[config.mk]
export PLATFORM = sky130hd
export DESIGN_NAME = jtpang_pcmrom
export DESIGN_NICKNAME = d
export VERILOG_FILES = /design/src/rtl/jtpang_pcmrom.sv
export SDC_FILE = /design/constraint.sdc
export NUM_CORES = 1
export LEC_CHECK = 0
export CORE_MARGIN = 2
export CORE_UTILIZATION = 49
export CTS_BUF_LIST = sky130_fd_sc_hd__clkbuf_8 sky130_fd_sc_hd__clkbuf_16
export DETAILED_ROUTE_END_ITERATION = 12
export PLACE_DENSITY = 0.73
export SLEW_MARGIN = 20
export SYNTH_ARGS = -nofsm -noshare
export SYNTH_HDL_FRONTEND = slang
export SYNTH_SLANG_ARGS = --single-unit
[constraint.sdc]
create_clock -name clk -period 4.17 [get_ports clk]
set_input_delay 0.834 -clock clk [delete_from_list [all_inputs] [get_ports clk]]
set_output_delay 0.834 -clock clk [all_outputs]
set_load 0.05 [all_outputs]
[src/rtl/jtpang_pcmrom.sv]
// Two-word PCM byte cache in front of SDRAM: buffer A serves the sound block,
// buffer P is filled with the following word so sequential playback rarely stalls.
module jtpang_pcmrom #(
  parameter logic [21:0] OFFSET = 22'd0
) (
  input  logic        clk,
  input  logic        rst,
  input  logic        pcm_cs,
  input  logic [17:0] pcm_addr,
  output logic [7:0]  pcm_data,
  output logic        pcm_ok,
  output logic [21:0] sdram_addr,
  output logic        sdram_rd,
  input  logic        sdram_ack,
  input  logic        sdram_rdy,
  input  logic [15:0] data_read
);

  typedef enum logic [1:0] {IDLE, REQ, WAIT} state_t;

  state_t      state_q;
  logic [15:0] aData_q, pData_q;
  logic [16:0] aTag_q, pTag_q;
  logic        aValid_q, pValid_q;
  logic [16:0] fetchTag_q;
  logic        fetchToP_q;
  logic [21:0] sdramAddr_q;
  logic        sdramRd_q;

  logic [16:0] wordAddr, nextWord;
  logic        aHit, pHit, pHoldsNext;
  logic        copyP_d, demand_d, prefetch_d;
  logic [16:0] fetchTag_d;

  assign wordAddr   = pcm_addr[17:1];
  assign nextWord   = wordAddr + 17'd1;
  assign aHit       = aValid_q && (aTag_q == wordAddr);
  assign pHit       = pValid_q && (pTag_q == wordAddr);
  assign pHoldsNext = pValid_q && (pTag_q == nextWord);

  // Demand outranks prefetch; a P hit is served locally without touching SDRAM.
  always_comb begin
    copyP_d    = 1'b0;
    demand_d   = 1'b0;
    prefetch_d = 1'b0;
    fetchTag_d = wordAddr;
    if (state_q == IDLE && pcm_cs) begin
      if (!aHit && pHit) begin
        copyP_d = 1'b1;
      end else if (!aHit) begin
        demand_d = 1'b1;
      end else if (!pHoldsNext) begin
        prefetch_d = 1'b1;
        fetchTag_d = nextWord;
      end
    end
  end

  always_ff @(posedge clk) begin
    if (rst) begin
      state_q     <= IDLE;
      aData_q     <= 16'd0;
      pData_q     <= 16'd0;
      aTag_q      <= 17'd0;
      pTag_q      <= 17'd0;
      aValid_q    <= 1'b0;
      pValid_q    <= 1'b0;
      fetchTag_q  <= 17'd0;
      fetchToP_q  <= 1'b0;
      sdramAddr_q <= 22'd0;
      sdramRd_q   <= 1'b0;
    end else begin
      case (state_q)
        IDLE: begin
          if (copyP_d) begin
            aData_q  <= pData_q;
            aTag_q   <= pTag_q;
            aValid_q <= 1'b1;
            pValid_q <= 1'b0;
          end else if (demand_d || prefetch_d) begin
            fetchTag_q  <= fetchTag_d;
            fetchToP_q  <= prefetch_d;
            sdramAddr_q <= OFFSET + {5'd0, fetchTag_d};
            sdramRd_q   <= 1'b1;
            state_q     <= REQ;
          end
        end
        REQ: begin
          if (sdram_ack) begin
            sdramRd_q <= 1'b0;
            state_q   <= WAIT;
          end
        end
        WAIT: begin
          // Destination was fixed at issue time, whatever pcm_addr does now.
          if (sdram_rdy) begin
            if (fetchToP_q) begin
              pData_q  <= data_read;
              pTag_q   <= fetchTag_q;
              pValid_q <= 1'b1;
            end else begin
              aData_q  <= data_read;
              aTag_q   <= fetchTag_q;
              aValid_q <= 1'b1;
            end
            state_q <= IDLE;
          end
        end
        default: state_q <= IDLE;
      endcase
    end
  end

  // Outputs are forced to their reset values for the whole time rst is high.
  assign pcm_ok     = !rst && pcm_cs && aHit;
  assign pcm_data   = rst ? 8'd0 : (pcm_addr[0] ? aData_q[15:8] : aData_q[7:0]);
  assign sdram_addr = rst ? 22'd0 : sdramAddr_q;
  assign sdram_rd   = !rst && sdramRd_q;

endmodule

==> run metrics <==
outcome finished clean; switching power 0.561 mW; critical path startpoint pcm_addr[12]; Flop pwr share 50.4%; synthesized flop and latch total 89; antenna cells 0; CTS root buffer clkbuf_8; critical path depth in cells 8; crit path max fanout 4; # IOs 71; ys async rst share 0%; CP Data Arrival Time 3.12 ns; Int Power 1.23 mW; Crit path max-delay family simple AND/OR/NAND/NOR gates; CP endpoint kind primary output; combinational share of power 17.9%; die area 11200 um2; Initial DRT Pass Iterations 5; Crit-path slowest cell clkdlybuf4s50_1; initial antenna violation count 0; gr ovfl total 0; FF-to-FF End aData_q[5]; # DRC 0; kind of critical path in2out; die height 106 um; Starting Density 49.8%; Worst Max-Slew Pin Slew 0.776 ns; clock share of power 31.7%; CTS Sinks 89; Clock transition at path regs 0.10 ns; Max-Cap Viols 0; TritonCTS Buffers 9; fillers 961; CTS tree yes; Final HPWL DP 10700 um; hold-fix buffers at CTS 0; Synth top area share 35.1%; Worst Setup EP pcm_ok; Max stage delay on crit path 0.53 ns; Synth top cells by count dfxtp_1, nand2_1, nor2_1; core footprint 10200 um2; vias in the first global route 4499; Die W 106 um; most common cell in the synthesized netlist dfxtp_1; Switching Share 31.4%; Clock Skews 0.0143 ns; unrepaired setup endpoints after global routing no; Final ANT Viol Nets 0; Core Util, Final 59.4%; DR iter-0 viols 271; Top FF cell, synth dfxtp_1; largest net degree at the start of global routing 69; Synth warnings 0; Syn Inst Count 634; gp weighted congestion 0.983; Buf/Inv on CP 3; Leak Pwr 1.97 nW; final setup vio count 0; area leader, netlist dfxtp_1; drt total wl 14600 um; post-synthesis area per instance 8.00 um2; Seq/Total Area, Yosys 35.1%; path category of the worst min-delay check reg2reg; Max Slew Vio Count 0; Pwr Total 1.79 mW; largest cells by area after synthesis dfxtp_1, mux2i_1, nand2_1; later-pin clock latency in the skew report 0.37 ns; Vias/cell 5.74; Syn Std Cell Area 5070 um2; crit-path cells clkdlybuf4s50_1 > xnor2_1 > nand2_1 > or3b_1 > nor4_1 > buf_4 > and3_1 > buf_12; site row count 37; first-pass GRT wire length 23700 um; # resized after CTS 0; Max Fclk 253 MHz; Setup TNS 0 ns; min Tclk post-route 3.95 ns; htree depth 3; Post-synth EDFFs 0; worst r2r src pTag_q[8]; fin crit share 94.7%; pwr dens 295 nW/um2; Critical Path Start Type primary input; synth-to-layout area growth 19.4%; Clock Path Buffers 2; layout cell share with drive strength beyond 1 8.55%; Nets 725; worst reg-to-reg path cell count 9; VDD IR-drop max 0.165 mV; input/output buffers 65; Worst EP required 3.34 ns; Avg WL per Cell 17.7 um; Distinct cells, synth 55; R2R setup slack 1.44 ns; Rel. slew slack 48.1%; Vias 4740; setup bufs post-CTS 0; GRT Util Overall 26.9%; final hold violations 0
## power by group through the flow
stage | sequential, mW | combinational (mW) | clock [mW]
global route | 0.905 | 0.343 | 0.615
global placement | 0.919 | 0.314 | 0
detailed placement | 0.920 | 0.317 | 0
finish | 0.901 | 0.320 | 0.567
CTS | 0.900 | 0.318 | 0.574
floorplan | 0.909 | 0.218 | 0
## how the worst min path moves through the flow
stage                            from           to  depth (start not counted)
after detailed placement   pData_q[3]   pData_q[3]                          2
after CTS                  pData_q[3]   pData_q[3]                          2
after global routing       pData_q[8]   pData_q[8]                          2
after floorplan            pData_q[0]   pData_q[0]                          2
after global placement    pData_q[10]  pData_q[10]                          2
final                      pData_q[3]   pData_q[3]                          2
## per-layer routing
metal  vias up  wire length, um  track usage, %
met1      2253             6850            38.2
met4         0              343            8.74
li1       2312                -               -
met2       150             6650            42.2
met3        25              795            3.83
met5         -                0               0
## layout by cell type (no fill, tap or decap), types with 19 or more instances in the layout
cell type,count
dfxtp_1,89
nand2_1,88
clkdlybuf4s50_1,63
nor2_1,61
a21oi_1,53
mux2i_1,41
a211oi_1,34
buf_4,32
xnor2_1,31
nor2b_1,19
## layout make-up
class	instances	area [um2]	area share (%)
Timing Repair Buffer	98	931	15.4
Inverter	11	41.3	0.682
Clock buffer	9	124	2.05
Multi-Input combinational cell	476	2950	48.8
Tap cell	136	170	2.81
Sequential cell	89	1780	29.4
Clock inverter	7	52.6	0.868
## cells by family (layout without fill, tap and decap cells)
family                   count (synthesis)  after routing  synth area share (%)
AND/OR/NAND/NOR                        247            247                  23.6
AO/OA/AOI/OAI                          138            138                  17.9
flip-flops                              89             89                  35.1
buffers and inverters                   73            125                  7.30
XOR/XNOR                                44             44                  7.60
multiplexers                            41             41                  8.09
adder cells (fa/ha/maj)                  1              1                 0.247
other                                    1              5                0.0740
## registers in the layout, indices dropped and copies added (netlist names)
register,flops
pValid_q,1
sdramRd_q,1
fetchToP_q,1
sdramAddr_q,17
pTag_q,17
state_q,2
aTag_q,17
aValid_q,1
pData_q,16
aData_q,16
## per-stage QoR
step,cell area [um2],hold slack (ns),setup slack (ns),cells
2_1_floorplan,5080,0.436,0.816,638
3_3_place_gp,5880,0.441,0.266,810
3_5_place_dp,5880,0.447,0.209,810
4_1_cts,6050,0.461,0.248,826
5_1_grt,6050,0.477,0.112,826
6_report,6050,0.458,0.219,826
## worst min-delay path, delay by kind of cell (launching register included)
kind	cells	cell delay, ns
AND/OR/NAND/NOR	1	0.05
AO/OA/AOI/OAI	1	0.05
flip-flops	1	0.32
No activity file was read; power rests on OpenSTA's default activity.
